File: config.mk
export PLATFORM = sky130hd
export DESIGN_NAME = systolic_sequencer
export DESIGN_NICKNAME = d
export VERILOG_FILES = /design/src/rtl/systolic_pkg.sv /design/src/rtl/delay_line.sv /design/src/rtl/systolic_sequencer.sv
export SDC_FILE = /design/constraint.sdc
export NUM_CORES = 1
export LEC_CHECK = 0
export ABC_AREA = 1
export BUFFER_PORTS_ARGS = -buffer_cell sky130_fd_sc_hd__clkbuf_2
export CAP_MARGIN = 5
export CORE_AREA = 2 2 240 242
export DETAILED_ROUTE_END_ITERATION = 12
export DIE_AREA = 0 0 242 244
export PLACE_DENSITY = 0.67
export SKIP_CTS_REPAIR_TIMING = 1
export SYNTH_ARGS = -nofsm -noshare
export SYNTH_HDL_FRONTEND = slang
export SYNTH_HIERARCHICAL = 1
export SYNTH_SLANG_ARGS = --single-unit
export TNS_END_PERCENT = 1
File: constraint.sdc
create_clock -name clk -period 1.7 [get_ports clk]
set_input_delay 0.17 -clock clk [delete_from_list [all_inputs] [get_ports clk]]
set_output_delay 0.17 -clock clk [all_outputs]
set_load 0.02 [all_outputs]
File: src/rtl/systolic_pkg.sv
// Shared definitions for the 4x4 weight-stationary systolic array controller.
// Contents: array dimension N, skew depth SKEW_MAX, element/vector types,
// and the sequencer state encoding.
package systolic_pkg;

    localparam int unsigned N        = 4;
    localparam int unsigned SKEW_MAX = N - 1;
    localparam int unsigned DATA_W   = 16;

    typedef logic signed [DATA_W-1:0] elem_t;
    typedef elem_t [N-1:0]            vec_t;

    typedef enum logic [1:0] {
        S_IDLE,
        S_STREAM,
        S_DRAIN,
        S_DONE
    } seq_state_e;

endpackage

File: src/rtl/delay_line.sv
// Fixed-length shift register; DEPTH=0 degenerates to a plain wire.
// Ports:
//   clk_i  - clock
//   rst_ni - asynchronous active-low reset, clears every stage
//   d_i    - data in (WIDTH bits)
//   q_o    - data out, d_i delayed DEPTH cycles
module delay_line
    import systolic_pkg::*;
#(
    parameter int unsigned WIDTH = 16,
    parameter int unsigned DEPTH = 1
) (
    input  logic             clk_i,
    input  logic             rst_ni,
    input  logic [WIDTH-1:0] d_i,
    output logic [WIDTH-1:0] q_o
);

    if (DEPTH == 0) begin : g_wire
        logic unused_clk_rst;
        assign unused_clk_rst = clk_i ^ rst_ni;
        assign q_o = d_i;
    end else begin : g_reg
        logic [DEPTH-1:0][WIDTH-1:0] sr_q;

        always_ff @(posedge clk_i or negedge rst_ni) begin
            if (!rst_ni) begin
                sr_q <= '0;
            end else begin
                sr_q[0] <= d_i;
                for (int unsigned k = 1; k < DEPTH; k++) begin
                    sr_q[k] <= sr_q[k-1];
                end
            end
        end

        assign q_o = sr_q[DEPTH-1];
    end

endmodule

File: src/rtl/systolic_sequencer.sv
// Controller for the 4x4 weight-stationary systolic array: holds weights,
// accepts activation vectors (valid/ready), skews them into the array,
// de-skews the row outputs and returns aligned result vectors.
// Ports:
//   clk, rst (async active-low)        clocking / reset
//   start, len, busy, done             job control
//   w_we, w_row, w_col, w_data         weight write (IDLE only)
//   a_valid, a_ready, a_data           activation stream in
//   r_valid, r_data                    result stream out (no backpressure)
//   arr_weights, arr_in_left, arr_in_up, arr_out_right   array interface
// Optional: define SEQ_PERF_CNT_EN to add perf_busy / perf_bubble counters.
module systolic_sequencer
    import systolic_pkg::*;
#(
    parameter int unsigned WIDTH     = 16,
    parameter int unsigned ARRAY_LAT = 4,
    parameter int unsigned MAX_LEN   = 256,
    parameter int unsigned LW        = $clog2(MAX_LEN + 1)
) (
    input  logic                 clk,
    input  logic                 rst,
    input  logic                 start,
    input  logic [LW-1:0]        len,
    output logic                 busy,
    output logic                 done,
    input  logic                 w_we,
    input  logic [1:0]           w_row,
    input  logic [1:0]           w_col,
    input  logic [WIDTH-1:0]     w_data,
    input  logic                 a_valid,
    output logic                 a_ready,
    input  logic [N*WIDTH-1:0]   a_data,
    output logic                 r_valid,
    output logic [N*WIDTH-1:0]   r_data,
    output logic [N*N*WIDTH-1:0] arr_weights,
    output logic [N*WIDTH-1:0]   arr_in_left,
    output logic [N*WIDTH-1:0]   arr_in_up,
    input  logic [N*WIDTH-1:0]   arr_out_right
`ifdef SEQ_PERF_CNT_EN
    ,
    output logic [31:0]          perf_busy,
    output logic [31:0]          perf_bubble
`endif
);

    localparam int unsigned TAG_LEN = ARRAY_LAT + 4;
    localparam int unsigned DW      = $clog2(TAG_LEN + 1);

    seq_state_e                state_q, state_d;
    logic [LW-1:0]             len_q, acc_cnt_q, len_sat;
    logic [DW-1:0]             drain_cnt_q;
    logic [N*N-1:0][WIDTH-1:0] w_q;
    logic                      accept, start_go, tag_out, r_valid_q;
    logic [N*WIDTH-1:0]        aligned, r_data_q;

    assign accept   = a_valid && a_ready;
    assign start_go = (state_q == S_IDLE) && start;
    assign len_sat  = (len > LW'(MAX_LEN)) ? LW'(MAX_LEN) : len;

    // ---------------- FSM: state register ----------------
    always_ff @(posedge clk or negedge rst) begin
        if (!rst) state_q <= S_IDLE;
        else      state_q <= state_d;
    end

    // ---------------- FSM: next state ----------------
    always_comb begin
        state_d = state_q;
        unique case (state_q)
            S_IDLE:   if (start) state_d = (len_sat == '0) ? S_DRAIN : S_STREAM;
            S_STREAM: if (accept && (acc_cnt_q == len_q - LW'(1))) state_d = S_DRAIN;
            // One spare cycle beyond the pipeline depth so done never precedes the last r_valid.
            S_DRAIN:  if (drain_cnt_q == DW'(TAG_LEN)) state_d = S_DONE;
            S_DONE:   state_d = S_IDLE;
            default:  state_d = S_IDLE;
        endcase
    end

    // ---------------- FSM: outputs ----------------
    always_comb begin
        busy    = (state_q != S_IDLE);
        done    = (state_q == S_DONE);
        a_ready = (state_q == S_STREAM) && (acc_cnt_q < len_q);
    end

    // ---------------- job counters ----------------
    always_ff @(posedge clk or negedge rst) begin
        if (!rst) begin
            len_q       <= '0;
            acc_cnt_q   <= '0;
            drain_cnt_q <= '0;
        end else begin
            if (start_go) begin
                len_q     <= len_sat;
                acc_cnt_q <= '0;
            end else if (accept) begin
                acc_cnt_q <= acc_cnt_q + LW'(1);
            end
            if (state_q == S_DRAIN) drain_cnt_q <= drain_cnt_q + DW'(1);
            else                    drain_cnt_q <= '0;
        end
    end

    // ---------------- weight registers ----------------
    always_ff @(posedge clk or negedge rst) begin
        if (!rst) begin
            w_q <= '0;
        end else if (w_we && (state_q == S_IDLE)) begin
            w_q[{w_row, w_col}] <= w_data;
        end
    end

    assign arr_weights = w_q;
    assign arr_in_up   = '0;

    // ---------------- skew / deskew lanes ----------------
    // Lane i is delayed i+1 going in and SKEW_MAX-i coming out, so every lane
    // sees the same total delay and the result row reassembles aligned.
    for (genvar i = 0; i < N; i++) begin : g_lane
        logic [WIDTH-1:0] skew_in;
        assign skew_in = accept ? a_data[i*WIDTH +: WIDTH] : '0;

        delay_line #(.WIDTH(WIDTH), .DEPTH(i + 1)) u_skew (
            .clk_i  (clk),
            .rst_ni (rst),
            .d_i    (skew_in),
            .q_o    (arr_in_left[i*WIDTH +: WIDTH])
        );

        delay_line #(.WIDTH(WIDTH), .DEPTH(SKEW_MAX - i)) u_deskew (
            .clk_i  (clk),
            .rst_ni (rst),
            .d_i    (arr_out_right[i*WIDTH +: WIDTH]),
            .q_o    (aligned[i*WIDTH +: WIDTH])
        );
    end

    // Valid tag follows the data path so bubbles keep their position.
    delay_line #(.WIDTH(1), .DEPTH(TAG_LEN)) u_tag (
        .clk_i  (clk),
        .rst_ni (rst),
        .d_i    (accept),
        .q_o    (tag_out)
    );

    always_ff @(posedge clk or negedge rst) begin
        if (!rst) begin
            r_valid_q <= 1'b0;
            r_data_q  <= '0;
        end else begin
            r_valid_q <= tag_out;
            r_data_q  <= aligned;
        end
    end

    assign r_valid = r_valid_q;
    assign r_data  = r_data_q;

`ifdef SEQ_PERF_CNT_EN
    logic [31:0] perf_busy_q, perf_bubble_q;

    always_ff @(posedge clk or negedge rst) begin
        if (!rst) begin
            perf_busy_q   <= '0;
            perf_bubble_q <= '0;
        end else if (start_go) begin
            perf_busy_q   <= '0;
            perf_bubble_q <= '0;
        end else begin
            if (busy && (perf_busy_q != '1)) perf_busy_q <= perf_busy_q + 32'd1;
            if ((state_q == S_STREAM) && a_ready && !a_valid && (perf_bubble_q != '1))
                perf_bubble_q <= perf_bubble_q + 32'd1;
        end
    end

    assign perf_busy   = perf_busy_q;
    assign perf_bubble = perf_bubble_q;
`endif

endmodule

Word level (Yosys, flattened, before mapping) --
Index checks and enable logic that the tools add are counted.
Word-level totals: bits in registers 609, input port bits 162, word-level logic and storage cells 88
Cells by class: add/sub/neg operators 3, magnitude comparators 4, eq/ne operators 8, muxes and demuxes 16, reductions and logical operators 11
Operators by type and width (count):
- 256-bit bitwise mux | 1
- 16-bit two-way mux | 5
- 16-bit demux with 4-bit select | 1
- 9-bit two-way mux | 3
- 9-bit by 1-bit adder with 9-bit output, second input constant | 1
- 9-bit == test | 1
- 9-bit > comparator, second input constant | 1
- 9-bit zero test | 1
- 9-bit less-than comparator | 1
- 9-bit by 1-bit subtractor with 9-bit output, second input constant | 1
- 2-bit two-way mux | 4
- 2-bit one-hot mux with 4 select lines | 1
- 1-bit logical AND | 6
- 2-bit != test, second input constant | 3
- 4-bit by 5-bit less-than comparator with 1-bit output, second input constant | 1
- 4-bit by 1-bit adder with 4-bit output, second input constant | 1
- 2-bit == test, second input constant | 2
- 4-bit == test, second input constant | 1
- 4-bit by 1-bit greater-or-equal comparator with 1-bit output, second input constant | 1
- 4-bit two-way mux | 1
- 2-bit nonzero test | 2
- 3-bit AND reduction | 1
- 2-bit by 1-bit == test with 1-bit output, second input constant | 1
- 2-bit zero test | 1

Logic depth before layout (Yosys ltp) --
depth after elaboration 6, mapped depth 14

Modules after synthesis --
Netlist, hierarchy kept.
By module, submodules not included:
- systolic_sequencer | instances 1, cells an instance 1393, area each 13472.9 um^2
- delay_line (g_lane[0].u_deskew ...) | instances 2, cells an instance 64, area each 1321.3 um^2
- delay_line (g_lane[1].u_deskew ...) | instances 2, cells an instance 48, area each 920.9 um^2
- delay_line (g_lane[3].u_skew) | instances 1, cells an instance 80, area each 1721.7 um^2
- delay_line (g_lane[0].u_skew ...) | instances 2, cells an instance 16, area each 400.4 um^2
- delay_line (u_tag) | instances 1, cells an instance 8, area each 200.2 um^2
- delay_line (g_lane[3].u_deskew) | instances 1, cells an instance 16, area each 120.1 um^2

Worst setup path before layout --
Ideal clock, no wire load.
path kind register to register, start point reg len_q[2], end point reg acc_cnt_q[8], library setup time 0.095 ns, arrival time 1.654 ns, required time 1.605 ns, slack -0.049 ns, stages on the path, launching flop included 13, buffers on the path 1, path through dfrtp_1 inv_1 ha_1 nand2_1 nand2_1 nand2_1 nand2_1 nand2_1 nand4_2 nor2_4 inv_2 buf_6 o31ai_1
On the way: longest elaborated chain between the ends 4
Ends and longest elaborated chain:
- from (decl) | line systolic_sequencer.sv:50 | logic [LW-1:0] len_q, acc_cnt_q, len_sat;
- from (signal assigned) | line systolic_sequencer.sv:94 | len_q <= len_sat;
- 9-bit less-than comparator | line systolic_sequencer.sv:83 | a_ready = (state_q == S_STREAM) && (acc_cnt_q < len_q);
- 1-bit logical AND | line systolic_sequencer.sv:83
- 1-bit logical AND | line systolic_sequencer.sv:56 | assign accept = a_valid && a_ready;
- named net accept | line systolic_sequencer.sv:53 | logic accept, start_go, tag_out, r_valid_q;
- 2-bit nonzero test (no line)
- to (signal assigned) | line systolic_sequencer.sv:97 | acc_cnt_q <= acc_cnt_q + LW'(1);
- to (decl) | line systolic_sequencer.sv:50
The timed path passes the listed nets, and every way through them passes these cells. A chain may end at the register's enable or synchronous reset.

Worst setup path after layout --
start point reg acc_cnt_q[4], end point out a_ready
On the way: longest elaborated chain between the ends 2
Ends and longest elaborated chain:
- 9-bit less-than comparator | line systolic_sequencer.sv:83
- 1-bit logical AND | line systolic_sequencer.sv:83
- to (decl) | line systolic_sequencer.sv:31 | output logic a_ready,
No other way between the ends.

==> metrics.md <==
| Metric | Value |
|---|---|
| Initial Utilization | 37.03% |
| Global Route Usage Sum | 19.53% |
| CTS Buf Count | 60 |
| Cell Rows | 87 |
| Distinct cells, synth | 26 |
| Post-route clock skew | 0.02310 ns |
| Post-Syn Area | 20800 µm² |
| Fin crit period | 2.126 ns |
| R2R Setup Slk | -0.35 ns |
| Setup CP Type | register to output pin |
| Clk pin slew, worst setup/hold paths | 0.06 ns |
| Worst reg2reg startpoint | len_q[4] |
| DRT Pass-1 Iters | 5 |
| Sink Count | 609 |
| DRT iter0 DRCs | 1034 |
| Die width | 242 µm |
| Sequential share of the synthesized area | 73.27% |
| Fin Hold WS | 0.03970 ns |
| Final instance area | 28060 µm² |
| Layer with the highest usage | met2 |
| Avg Cell Area, Syn | 11.87 µm² |
| Pre-CTS setup slack | -0.3327 ns |
| Initial antenna violation count | 10 |
| Design Power | 48880 µW |
| Met2 global-route usage | 33.07% |
| Achievable frequency | 470.3 MHz |
| CP endpoint kind | output pin |
| Max VDD drop | 1.166 mV |
| Critical path required time | 1.53 ns |
| Die height | 244 µm |
| CORE AREA | 56170 µm² |
| WL per Instance | 18.90 µm |
| Startpoint Class | register |
| Clk buf depth | 3 |
| HP Class | primary input to register |
| Die area | 59050 µm² |
| Failing checks | negative setup slack |
| Placed Instance Area | 24430 µm² |
| Grt ovf | 0 |
| Multi-input combinational cell area | 3954 µm² |
| H-tree depth | 2 |
| Clk_lat worst skew | 0.62 ns |
| Combinational power share | 30.9% |
| Clock network power share | 27.0% |
| P&R area growth vs syn | 34.91% |
| First-pass GRT wire length | 87.59 mm |
| Post-Syn Instances | 1753 |
| Flops & latches, synth | 609 |
| DRC | 0 |
| Final wirelength | 61.44 mm |
| Post-detail-place hpwl | 40.38 mm |
| Port Buf Inserts | 549 |
| Synth Warn # | 6 |
| Leak Pwr | 0.01487 µW |
| Hold_sp | start |
| Gpl congestion | 0.8558 |
| Final setup fails | 77 |
| Vias post-DR | 14710 |
| Nets | 2626 |
| Sequential share of power | 42.1% |
| Vias in the first global route | 14280 |
| GR met1 Demand/Resource | 25.00% |
| Global Route met3 Usage | 4.631% |
| Register area | 15240 µm² |
| Pwr/cell area | 1742 nW/µm² |
| Worst Setup SP | acc_cnt_q[4] |
| Vias per cell | 4.524 |
| Critical Path Fanout Max | 2 |
| Final worst-path cycle share | 125.1% |
| RSZ-0062 raised after global routing | true |
| Final WS setup | -0.4263 ns |
| Critical path data arrival time | 1.96 ns |
| # IOs | 614 |
| Fin. Hold Viols | 0 |
| CTS tree | built |
| Sw Pwr | 17690 µW |
| Fillcell total | 4851 |
| Largest net degree at the start of global routing | 72 |
| Status | finished, violations left |
| CTS root buf | clkbuf_16 |
| Max-cap violations | 0 |
| Slew Limit Fails | 0 |
| Routed Antenna Nets | 0 |
| Switching fraction of total power | 36.19% |
| Pint | 31200 µW |
| Layout cells sized above 1 | 31.94% |
| Util after Layout | 49.96% |
[layer usage]
| layer | vias to the layer above | part of all wire (%) |
|---|---|---|
| met5 | - | 0 |
| met4 | 0 | 3.1 |
| met3 | 125 | 7.7 |
| met2 | 664 | 50 |
| met1 | 7256 | 39 |
| li1 | 6663 | - |
[power groups by stage]
stage / clock network [µW] / logic, µW / registers (µW)
final: 13200 / 15100 / 20600
after global routing: 14200 / 16300 / 21000
after global placement: 0 / 14100 / 20500
after CTS: 13500 / 14500 / 20500
after detailed placement: 0 / 14400 / 20700
after floorplan: 0 / 4670 / 24200
[registers in the layout, summed over array words and instances, names as in the netlist]
| signal | cells |
|---|---|
| arr_weights | 256 |
| g_lane.u_skew/g_reg.sr_q | 96 |
| g_lane.u_skew/q_o | 64 |
| r_data | 64 |
| g_lane.u_deskew/g_reg.sr_q | 48 |
| g_lane.u_deskew/q_o | 48 |
| acc_cnt_q | 9 |
| len_q | 9 |
| u_tag/g_reg.sr_q | 7 |
| drain_cnt_q | 4 |
| state_q | 2 |
| r_valid | 1 |
| u_tag/q_o | 1 |
[placed cells by master, fill, tap and decap left out, drive strengths merged]
cell type,netlist,routed
dlygate4sd3,0,139
dfrtp,609,609
inv,132,136
ha,18,18
a21oi,10,10
clkinv,0,12
nor3,6,6
o31ai,3,3
nand3b,1,1
diode,0,3
buf,167,113
conb,1,64
clkbuf,66,634
nor2,101,101
nor4,1,1
nand3,20,20
o21ai,269,269
xnor2,3,3
xor2,5,5
clkinvlp,0,5
nand4,7,7
o21bai,1,1
nand2,327,327
o22ai,6,6
bufinv,0,2
[cells in the mapped netlist (all sizes together)]
library cell	instances	share of area [%]
nor4	1	0.030
nand2	327	5.9
ha	18	1.1
nor2	101	1.9
nor3	6	0.14
o22ai	6	0.18
xnor2	3	0.13
xor2	5	0.21
conb	1	0.018
dfrtp	609	73
o31ai	3	0.11
o21bai	1	0.036
clkbuf	66	1.2
buf	167	6.0
nand3b	1	0.036
inv	132	2.4
nand3	20	0.48
a21oi	10	0.26
o21ai	269	6.5
nand4	7	0.24
[stage by stage]
stage	TNS (ns)	std cells
floorplan	-0.1740	1816
global placement	-31.02	2993
detailed placement	-38.14	2993
CTS	-46.02	3101
global route	-26.01	3251
finish	-18.62	3251
[cell families after synthesis]
| family | synth area share [%] |
|---|---|
| flops | 73.27 |
| fa+ha+maj | 1.083 |
| buf+inv | 9.546 |
| other cells | 0.01803 |
| simple gates | 8.692 |
| xor+xnor | 0.3369 |
| compound gates | 7.056 |
[worst max-delay path, cell delays in order, from the launching register on]
cell and delay, ns:
dfrtp_1 0.41, ha_4 0.28, nand2_1 0.07, nor2_1 0.15, nand3_1 0.16, nand4_4 0.11, inv_2 0.06, buf_6 0.13
[area by class of cell]
cell class              count  area share, %
diodes                      3        0.02675
clock buffers              86          6.376
clock inverters            22         0.7491
inverters                 132          1.792
multi-input cells         842          14.09
flip-flops and latches    609          54.31
well taps                 756          3.371
repair buffers            800          19.26
repair inverters            1        0.02229
[final timing paths]
| path | end | cells after the start |
|---|---|---|
| worst min register to register | g_lane[0].u_deskew/q_o[1] | 0 |
| min in group asynchronous | arr_weights[202] | 2 |
| worst min-delay path | len_q[8] | 4 |
| max in group asynchronous | arr_weights[53] | 4 |
| worst max register to register | acc_cnt_q[4] | 14 |
| worst max-delay path | a_ready | 7 |
No activity file was read; power rests on OpenSTA's default activity.
